===== src/rtl/rv32_pkg.sv =====
// Shared RV32I encoding constants for R-type instruction generation.
package rv32_pkg;

  localparam logic [6:0] OPCODE_RTYPE = 7'b0110011;

  localparam logic [6:0] FUNCT7_BASE = 7'h00;
  localparam logic [6:0] FUNCT7_ALT  = 7'h20;

  localparam logic [2:0] FUNCT3_ADD_SUB = 3'b000;
  localparam logic [2:0] FUNCT3_SLL     = 3'b001;
  localparam logic [2:0] FUNCT3_SLT     = 3'b010;
  localparam logic [2:0] FUNCT3_SLTU    = 3'b011;
  localparam logic [2:0] FUNCT3_XOR     = 3'b100;
  localparam logic [2:0] FUNCT3_SRL_SRA = 3'b101;
  localparam logic [2:0] FUNCT3_OR      = 3'b110;
  localparam logic [2:0] FUNCT3_AND     = 3'b111;

  // ALU control codes as produced by the core's control unit
  typedef enum logic [3:0] {
    ALU_ADD  = 4'b0000,
    ALU_SUB  = 4'b0001,
    ALU_SLL  = 4'b0010,
    ALU_SRL  = 4'b0011,
    ALU_SRA  = 4'b0100,
    ALU_SLT  = 4'b0101,
    ALU_SLTU = 4'b0110,
    ALU_XOR  = 4'b0111,
    ALU_OR   = 4'b1000,
    ALU_AND  = 4'b1001
  } alu_ctrl_e;

endpackage


===== src/rtl/rtype_encode.sv =====
// Combinational ALU-control-code to RV32I R-type instruction encoder.
module rtype_encode
  import rv32_pkg::*;
(
  input  logic [3:0]  code_i,
  input  logic [4:0]  rd_i,
  input  logic [4:0]  rs1_i,
  input  logic [4:0]  rs2_i,
  output logic [31:0] word_o,
  output logic        legal_o
);

  logic [6:0] funct7;
  logic [2:0] funct3;

  // Map the ALU code to funct7/funct3; codes above AND are flagged illegal
  always_comb begin
    funct7  = FUNCT7_BASE;
    funct3  = FUNCT3_ADD_SUB;
    legal_o = 1'b1;
    case (code_i)
      ALU_ADD:  funct3 = FUNCT3_ADD_SUB;
      ALU_SUB:  begin funct7 = FUNCT7_ALT; funct3 = FUNCT3_ADD_SUB; end
      ALU_SLL:  funct3 = FUNCT3_SLL;
      ALU_SRL:  funct3 = FUNCT3_SRL_SRA;
      ALU_SRA:  begin funct7 = FUNCT7_ALT; funct3 = FUNCT3_SRL_SRA; end
      ALU_SLT:  funct3 = FUNCT3_SLT;
      ALU_SLTU: funct3 = FUNCT3_SLTU;
      ALU_XOR:  funct3 = FUNCT3_XOR;
      ALU_OR:   funct3 = FUNCT3_OR;
      ALU_AND:  funct3 = FUNCT3_AND;
      default:  legal_o = 1'b0;
    endcase
    word_o = legal_o ? {funct7, rs2_i, rs1_i, funct3, rd_i, OPCODE_RTYPE} : '0;
  end

endmodule


===== src/rtl/rtype_instr_writer.sv =====
// Sequential R-type instruction writer: encodes accepted requests and
// streams them into consecutive instruction RAM words until capacity.
module rtype_instr_writer
  import rv32_pkg::*;
#(
  parameter int unsigned ADDR_W    = 8,
  parameter int unsigned BASE_ADDR = 0
) (
  input  logic              clk,
  input  logic              reset_n,
  input  logic              clear,
  input  logic              req_valid,
  output logic              req_ready,
  input  logic [3:0]        req_aluCtrl,
  input  logic [4:0]        req_rd,
  input  logic [4:0]        req_rs1,
  input  logic [4:0]        req_rs2,
  output logic              mem_we,
  output logic [ADDR_W-1:0] mem_addr,
  output logic [31:0]       mem_wdata,
  output logic [ADDR_W:0]   wr_count,
  output logic              full,
  output logic              err_illegal
);

  localparam int unsigned       CAP_I = (2 ** ADDR_W) - BASE_ADDR;
  localparam logic [ADDR_W:0]   CAP   = (ADDR_W + 1)'(CAP_I);
  localparam logic [ADDR_W-1:0] BASE  = ADDR_W'(BASE_ADDR);

  typedef enum logic [1:0] {IDLE, WRITE, FULL} state_e;

  state_e              state_q;
  logic [ADDR_W-1:0]   ptr_q;
  logic [ADDR_W:0]     count_q;
  logic [ADDR_W:0]     count_d;
  logic                we_q;
  logic [ADDR_W-1:0]   addr_q;
  logic [31:0]         wdata_q;
  logic                err_q;
  logic [31:0]         enc_word;
  logic                enc_legal;
  logic                accept;

  rtype_encode u_encode (
    .code_i  (req_aluCtrl),
    .rd_i    (req_rd),
    .rs1_i   (req_rs1),
    .rs2_i   (req_rs2),
    .word_o  (enc_word),
    .legal_o (enc_legal)
  );

  assign full      = (state_q == FULL);
  assign req_ready = ~full & ~clear;
  assign accept    = req_valid & req_ready;
  assign count_d   = count_q + 1'b1;

  // Writer FSM with registered RAM write port, count and sticky error.
  // The pointer may roll over after the final write; FULL blocks any use of it.
  always_ff @(posedge clk) begin
    if (!reset_n) begin
      state_q <= IDLE;
      ptr_q   <= BASE;
      count_q <= '0;
      we_q    <= 1'b0;
      addr_q  <= BASE;
      wdata_q <= '0;
      err_q   <= 1'b0;
    end else if (clear) begin
      state_q <= IDLE;
      ptr_q   <= BASE;
      count_q <= '0;
      we_q    <= 1'b0;
      err_q   <= 1'b0;
    end else begin
      we_q <= 1'b0;
      if (accept) begin
        if (enc_legal) begin
          we_q    <= 1'b1;
          addr_q  <= ptr_q;
          wdata_q <= enc_word;
          ptr_q   <= ptr_q + 1'b1;
          count_q <= count_d;
          state_q <= (count_d == CAP) ? FULL : WRITE;
        end else begin
          err_q   <= 1'b1;
          state_q <= IDLE;
        end
      end else if (state_q != FULL) begin
        state_q <= IDLE;
      end
    end
  end

  assign mem_we      = we_q;
  assign mem_addr    = addr_q;
  assign mem_wdata   = wdata_q;
  assign wr_count    = count_q;
  assign err_illegal = err_q;

endmodule


===== config.mk =====
export PLATFORM = sky130hd
export DESIGN_NAME = rtype_instr_writer
export DESIGN_NICKNAME = d
export VERILOG_FILES = /design/src/rtl/rv32_pkg.sv /design/src/rtl/rtype_encode.sv /design/src/rtl/rtype_instr_writer.sv
export SDC_FILE = /design/constraint.sdc
export NUM_CORES = 1
export LEC_CHECK = 0
export CAP_MARGIN = 20
export CORE_MARGIN = 3
export CORE_UTILIZATION = 55
export CTS_CLUSTER_DIAMETER = 60
export DETAILED_ROUTE_END_ITERATION = 7
export DONT_BUFFER_PORTS = 1
export PLACE_DENSITY = 0.76
export SYNTH_ARGS = -nofsm -noshare
export SYNTH_HDL_FRONTEND = slang
export SYNTH_SLANG_ARGS = --single-unit

===== constraint.sdc =====
create_clock -name clk -period 1.73 [get_ports clk]
set_input_delay 0.2595 -clock clk [delete_from_list [all_inputs] [get_ports clk]]
set_output_delay 0.2595 -clock clk [all_outputs]
set_load 0.03 [all_outputs]

---- Yosys cells after proc, flatten, opt, wreduce, memory -nomap -nowiden ----
Index checks and enable logic that the tools add are counted.
word-level totals
  logic and storage cells ................. 46
  register bits ........................... 58
  input bits .............................. 23
operators by class
  muxes and demuxes ....................... 8
  add/sub/neg operators ................... 2
  bitwise operators ....................... 7
  eq/ne operators ......................... 12
  reduce and logical (&&, ||, !) cells .... 10
operators with widths
  cell                                                                   count
  3-bit case mux with 7 select lines                                     1
  4-bit by 3-bit equality test with 1-bit output, second input constant  4
  10-bit OR reduction                                                    1
  9-bit by 1-bit adder with 9-bit output, second input constant          1
  9-bit equality test, second input constant                             1
  8-bit by 1-bit adder with 8-bit output, second input constant          1
  4-bit by 2-bit equality test with 1-bit output, second input constant  2
  4-bit equality test, second input constant                             2
  2-bit 2-to-1 mux                                                       4
  6-bit 2-to-1 mux                                                       1
  2-bit OR reduction                                                     3
  1-bit NOT                                                              5
  4-bit by 1-bit equality test with 1-bit output, second input constant  1
  4-bit logical NOT                                                      1
  2-bit AND reduction                                                    2
  3-bit AND reduction                                                    1
  3-bit OR reduction                                                     1
  1-bit AND                                                              2
  2-bit equality test, second input constant                             1
  1-bit 2-to-1 mux                                                       2
  2-bit != test, second input constant                                   1
  2-bit nonzero test                                                     1

---- Longest topological paths before layout ----
Gate-level depths: netlist (run 1).
  depth after elaboration ................. 6
  depth in mapped cells ................... 7
  gate-level depth less buffers ........... 4

---- Modules after synthesis ----
Synthesis (run 1) repeated with hierarchy kept, for this count alone.
second synthesis, totals
  cells, all modules ...................... 330
  area, all modules ....................... 2750.1 µm²
modules (own cells, without submodules)
  module              area each (µm²)  cells each  instances  seq. area each (µm²)
  rtype_instr_writer  2443.6           287         1          1221.2
  rtype_encode        306.5            43          1          0.0

---- Worst setup path before layout (run 1) ----
Ideal clock, no wire load.
  kind .................................... register -> register
  from .................................... register count_q[0] (netlist: wr_count[0])
  to ...................................... register count_q[6] (netlist: wr_count[6])
  path buffers ............................ 0
  setup slack ............................. 116 ps
  setup time .............................. 70 ps
  cell stages (with the launch flop) ...... 5
  data arrival time ....................... 1544 ps
  cell sequence ........................... dfxtp_1 > ha_1 > nand2_1 > or4_1 > a21oi_1
on the way
  cells in the longest elaborated chain, start to end .. 1
RTL lines
  what                                    line                      text
  from (decl)                             rtype_instr_writer.sv:34  logic [ADDR_W:0] count_q;
  from (signal assigned)                  rtype_instr_writer.sv:83  count_q <= count_d;
  9-bit by 1-bit adder with 9-bit output  rtype_instr_writer.sv:56  assign count_d = count_q + 1'b1;
Every way passes these cells.
A chain may end at the register's enable or synchronous reset.

---- Worst setup path after layout (run 1) ----
  from .................................... register count_q[1] (netlist: wr_count[1])
  to ...................................... register state_q[1]
on the way
  cells in the longest elaborated chain, start to end .. 5
RTL lines
  what                                    line                      text
  9-bit by 1-bit adder with 9-bit output  rtype_instr_writer.sv:56
  9-bit equality test                     rtype_instr_writer.sv:84  state_q <= (count_d == CAP) ? FULL : WRITE;
  2-bit 2-to-1 mux                        rtype_instr_writer.sv:84
  2-bit 2-to-1 mux                        rtype_instr_writer.sv:78  if (enc_legal) begin
  2-bit 2-to-1 mux                        rtype_instr_writer.sv:77  if (accept) begin
  to (signal assigned)                    rtype_instr_writer.sv:84
  to (decl)                               rtype_instr_writer.sv:32  state_e state_q;
Every way passes these cells.

==> impl_metrics.toml, run 1 <==
[sta]
finalSetupTns_ns = 0
setup_viol = 0
timing.final.max_slew_violations = 0
skew_ns = 0.004472
layout_setup_ws_ns = 0.1298
fmax_mhz = 624.9
rsz0062_at_grt = "no"
period_share_pct = 92.50
fin_crit_ns = 1.600
hold_violations = 0

[pwr]
intPower_uw = 1485
pwr-share-clk_pct = 32.7
comb_power_share_pct = 8.3
p_leak_uw = 0.0008792
powerDensity_mw_per_mm2 = 861.4
power.share.switching_pct = 27.08
irDropWorstVdd_uv = 585.3
sequentialPowerShare_pct = 59.1
power.total_uw = 2036
p_switching_uw = 551.2

[placement]
hpwlAfterDp_um = 3212
dpl_worst_slack_ns = 0.1451
post_dp_cell_area_sq_mm = 0.002276
gp_congestion = 0.8249
port_buffers = 0

[global_routing]
grt_pass1_vias = 1706
grt_pass1_wl_um = 7900
overflow = 0
grt_max_degree = 38
grtUsageTotal_pct = 19.62
antenna_found_initial = 0

[detailed_routing]
wl_per_cell_um = 14.17
drt-total-wl_um = 4604
vias = 1858
via_per_inst = 5.717
drtIter0Drc = 71
drc_errors = 0
dr.pass1.iters = 4
drtAntennaViolNets = 0

[yosys]
ys_types = 41
async_flop_share_pct = 0
synth-warning-count = 0
synthCells = 271
yosysTopAreaCell = "dfxtp_1"
seq_area_frac_synth_pct = 44.77
synth_area_per_cell_sq_um = 8.084
yosys.area.top_type_share_pct = 44.77
synth_edf_count = 0
synth_flop_cell = "dfxtp_1"
synth.most_common_cell = "nand2_1"
synth-seq-cells = 49
ys_top_cells_by_count = "63 x nand2_1, 49 x dfxtp_1, 35 x a21oi_1, 12 x buf_4, 10 x nor2_1"
synth_area_leaders = "dfxtp_1 45%, nand2_1 11%, a21oi_1 8.0%"
syn-cell-area_sq_mm = 0.002191

[cts]
cts-root-buf = "clkbuf_8"
cts_made_buffers = 5
htree_levels = 2
postCtsSetupBuffers = 0
cts_hold_buffers = 0
cts.path.max_buffers = 2
clkTransAtPathRegs_ns = 0.09
tritoncts_num_sinks = 49
ctsResizeCount = 0
insertion_delay_ns = 0.30
cts_tree = "yes"

[job]
cap_violations = 0

[critical_path]
cpPeakStageDelay_ns = 0.44
crit_chain = "and3_1, a211o_1, a2111oi_2, a22o_1"
slowest_stage = "a2111oi_2"
ff2ff_path_depth = 4
crit_path_max_fanout = 7
cp.arrival_ns = 1.85
critical_path_class = "flip-flop to flip-flop"
r2r-start = "wr_count[1]$_SDFFE_PP0P_"
r2r_slack_ns = 0.13
endpoint_kind = "flip-flop"
cp.required_ns = 1.98
crit_path_start_kind = "flip-flop"
r2r-end = "state_q[1]$_SDFFE_PP0P_"

[min_path]
hold_path_class = "input pin to flip-flop"
holdPathEnd = "mem_wdata[7]$_SDFFE_PN0P_"
hold_start = "req_rd[0]"
holdPathStages = 2

[floorplanning]
die_h_um = 69.12
io_pins = 76
die_w_um = 69.12
placementRows = 22
die-area_sq_mm = 0.004777
start_util_pct = 58.52
core_sq_mm = 0.003744

[cells_and_area]
areaGrowthSynthToFinish_pct = 7.881
drive_gt1_share_pct = 10.47
diodes = 0
final_area_sq_mm = 0.002364
layout.nets = 301
final_core_util_pct = 63.14

[run_status]
status = "complete, no violations"
-- registers in the layout, indices dropped and copies added (netlist names) --
signal	cells
err_illegal	1
mem_addr	8
mem_wdata	20
mem_we	1
ptr_q	8
state_q	2
wr_count	9
-- cell families (layout without fill, tap and decap cells) --
logic type	count (synthesis)	count (layout)	synth area share, %
mux	1	1	0.4569
compound gates	68	68	19.19
fa+ha+maj	2	2	1.142
other cells	1	9	0.1712
buf+inv	35	33	8.738
flops	49	49	44.77
simple gates	110	110	23.53
xor+xnor	5	5	1.999
-- worst max-delay path, delay by kind of cell (launching register included) --
family / cells / cell delay, ns
AOI/OAI and AO/OA: 3 / 0.93
DFF: 1 / 0.37
and+or+nand+nor: 1 / 0.24
-- per-layer routing --
layer  GRT usage, %  vias up  wire length (um)
li1               -      929                 -
met1          24.54      848              1951
met2          31.14       74              2149
met3          6.122        7               432
met4          8.243        0                70
met5              0        -                 0
-- power groups by stage --
stage	Clock, uW	Sequential, uW	Combinational (uW)
after global routing	726	1210	188
after detailed placement	0	1230	169
final	665	1200	168
after global placement	0	1230	166
after CTS	682	1200	169
after floorplan	0	1230	153
-- cell type report --
type / instances / area, sq um
Tap cell: 48 / 60.06
Inverter: 7 / 26.28
Fill cell: 344 / 1380
Sequential cell: 49 / 980.9
Multi-Input combinational cell: 195 / 1049
Clock buffer: 6 / 72.57
Timing Repair Buffer: 18 / 160.2
Clock inverter: 2 / 15.01
-- worst max-delay path by stage --
| stage | from | endpoint | slack, ns | cells past startpoint |
|---|---|---|---|---|
| after floorplan | wr_count[0]$_SDFFE_PP0P_ | wr_count[6]$_SDFFE_PP0P_ | 0.12 | 4 |
| after global placement | wr_count[1]$_SDFFE_PP0P_ | state_q[1]$_SDFFE_PP0P_ | 0.21 | 4 |
| after detailed placement | wr_count[1]$_SDFFE_PP0P_ | state_q[1]$_SDFFE_PP0P_ | 0.15 | 4 |
| after CTS | wr_count[1]$_SDFFE_PP0P_ | state_q[1]$_SDFFE_PP0P_ | 0.13 | 4 |
| after global routing | wr_count[1]$_SDFFE_PP0P_ | state_q[1]$_SDFFE_PP0P_ | 0.04 | 4 |
| final | wr_count[1]$_SDFFE_PP0P_ | state_q[1]$_SDFFE_PP0P_ | 0.13 | 4 |
-- through the flow --
| stage | std cells | hold WS (ns) |
|---|---|---|
| floorplan | 279 | 0.3955 |
| global placement | 317 | 0.3972 |
| detailed placement | 317 | 0.4027 |
| CTS | 325 | 0.07236 |
| global route | 325 | 0.07605 |
| finish | 325 | 0.07943 |
-- layout by cell type (no fill, tap or decap), types with 2 or more instances in the layout --
master	instances
conb_1	9
xnor2_1	4
nand3_1	6
inv_1	7
a22oi_1	2
o311ai_0	4
ha_1	2
and2_1	2
a41o_1	2
a31oi_1	4
a21oi_1	35
buf_12	2
nand2b_1	6
and4_1	3
clkinvlp_4	2
dfxtp_1	49
o41ai_1	2
nor2b_1	3
or3_1	5
nor2_1	10
clkbuf_8	5
or4_1	3
nor3_1	2
o21ai_0	9
o31ai_1	2
nand2_1	63
and3_1	2
nand4_1	3
buf_4	16
No activity file was read; power rests on OpenSTA's default activity.
==> run 2, diff against run 1 <==
--- a/config.mk
+++ b/config.mk
@@ -5,8 +5,6 @@
 export SDC_FILE = /design/constraint.sdc
 export NUM_CORES = 1
 export LEC_CHECK = 0
-export CAP_MARGIN = 20
-export CORE_MARGIN = 3
 export CORE_UTILIZATION = 55
 export CTS_CLUSTER_DIAMETER = 60
 export DETAILED_ROUTE_END_ITERATION = 7
==> impl_metrics.toml, run 2 (synthesis gave the netlist of run 1 again) <==
[sta]
timing.final.max_slew_violations = 0
fin_crit_ns = 1.607
layout_setup_ws_ns = 0.1229
setup_viol = 0
hold_slack_ns = 0.06924
tightest_slew_ns = 0.6058
skew_ns = 0.01250
relSlewSlack_pct = 59.61
finalSetupTns_ns = 0
fmax_mhz = 622.2
hold_violations = 0
rsz0062_at_grt = "no"
period_share_pct = 92.90

[cts]
tritoncts_num_sinks = 49
insertion_delay_ns = 0.31
postCtsSetupBuffers = 0
cts_made_buffers = 5
cts_tree = "yes"
cts.path.max_buffers = 2
htree_levels = 2
cts-root-buf = "clkbuf_8"
clkTransAtPathRegs_ns = 0.10

[cells_and_area]
drive_gt1_share_pct = 10.83
largest_reg_flops = 20
layout.nets = 301
layout_common_cells = "63 x nand2_1, 49 x dfxtp_1, 35 x a21oi_1"
final_common_cell = "nand2_1"
areaGrowthSynthToFinish_pct = 9.309
final_core_util_pct = 63.97
diodes = 0

[pwr]
power.total_uw = 2068
irDropWorstVdd_uv = 675.3
p_switching_uw = 573.1
intPower_uw = 1495
power.share.switching_pct = 27.72
pwr-share-clk_pct = 33.6
powerDensity_mw_per_mm2 = 863.4
sequentialPowerShare_pct = 58.2
p_leak_uw = 0.0008897
comb_power_share_pct = 8.2

[placement]
dpl_worst_slack_ns = 0.1146
gp_congestion = 0.8953
port_buffers = 0
hpwlAfterDp_um = 2942

[critical_path]
cpPeakStageDelay_ns = 0.40
critical_path_class = "flip-flop to flip-flop"
path_buf_inv = 0
crit_path_max_fanout = 7
crit_path_start_kind = "flip-flop"
endpoint_kind = "flip-flop"
cpLargestDelayFamily = "compound AO/OA/AOI/OAI gates"
cp.required_ns = 1.98
cp.arrival_ns = 1.86
slowest_stage = "dfxtp_1"
crit_chain = "and3_1, a211o_1, a2111oi_4, a22o_1"

[run_status]
status = "complete, no violations"

[detailed_routing]
drt-total-wl_um = 4306
drtIter0Drc = 113
via_per_inst = 5.582
drc_errors = 0
drtAntennaViolNets = 0
vias = 1814
wl_per_cell_um = 13.25
dr.pass1.iters = 4

[floorplanning]
die_h_um = 65.12
io_pins = 76
die-area_sq_mm = 0.004240
die_w_um = 65.12
start_util_pct = 58.52
placementRows = 22
core_sq_mm = 0.003744

[global_routing]
grtUsageTotal_pct = 21.56
overflow = 0
grt_pass1_wl_um = 7044
antenna_found_initial = 0
grt_pass1_vias = 1608
grt_max_degree = 35

[min_path]
hold_path_class = "input pin to flip-flop"

[job]
cap_violations = 0
run 2: power by group through the flow:
stage                     registers, uW  logic (uW)  clock network, uW
after floorplan                    1230         153                  0
after global placement             1230         168                  0
after detailed placement           1230         171                  0
after CTS                          1200         171                718
after global routing               1210         189                762
final                              1200         170                695
run 2: metal layers:
metal	share of wire (%)	track usage, %
met2	48	34.90
met5	0	0
met4	1.1	8.967
met3	6.5	7.465
met1	44	25.98
run 2: area by class of cell:
type	instances	area (sq um)
Fill cell	337	1349
Multi-Input combinational cell	195	1061
Sequential cell	49	980.9
Timing Repair Buffer	18	172.7
Clock buffer	5	68.82
Tap cell	48	60.06
Inverter	7	26.28
Clock inverter	3	25.02
run 2: timing repair:
action | in CTS | in global routing
endpoints found under the setup margin | 0 | 1
hold buffers | 0 | 0
gates resized for setup | 0 | 1
run 2: final timing paths:
path | from | endpoint | slack, ns | cells after the start
worst max-delay path | wr_count[0]$_SDFFE_PP0P_ | state_q[1]$_SDFFE_PP0P_ | 0.12 | 4
worst min-delay path | req_rs2[4] | mem_wdata[24]$_SDFFE_PN0P_ | 0.07 | 2
worst max register to register | wr_count[0]$_SDFFE_PP0P_ | state_q[1]$_SDFFE_PP0P_ | 0.12 | 4
worst min register to register | mem_wdata[5]$_SDFFE_PN0P_ | mem_wdata[5]$_SDFFE_PN0P_ | 0.48 | 2
run 2: worst register-to-register path, stage by stage, from the launching register on:
cell and delay [ns]:
dfxtp_1 0.40, and3_1 0.24, a211o_1 0.34, a2111oi_4 0.40
a22o_1 0.19
run 2: stage by stage:
step | area [sq um] | instances
after global routing | 2395 | 325
after global placement | 2288 | 317
after floorplan | 2221 | 279
after CTS | 2382 | 325
final | 2395 | 325
after detailed placement | 2288 | 317
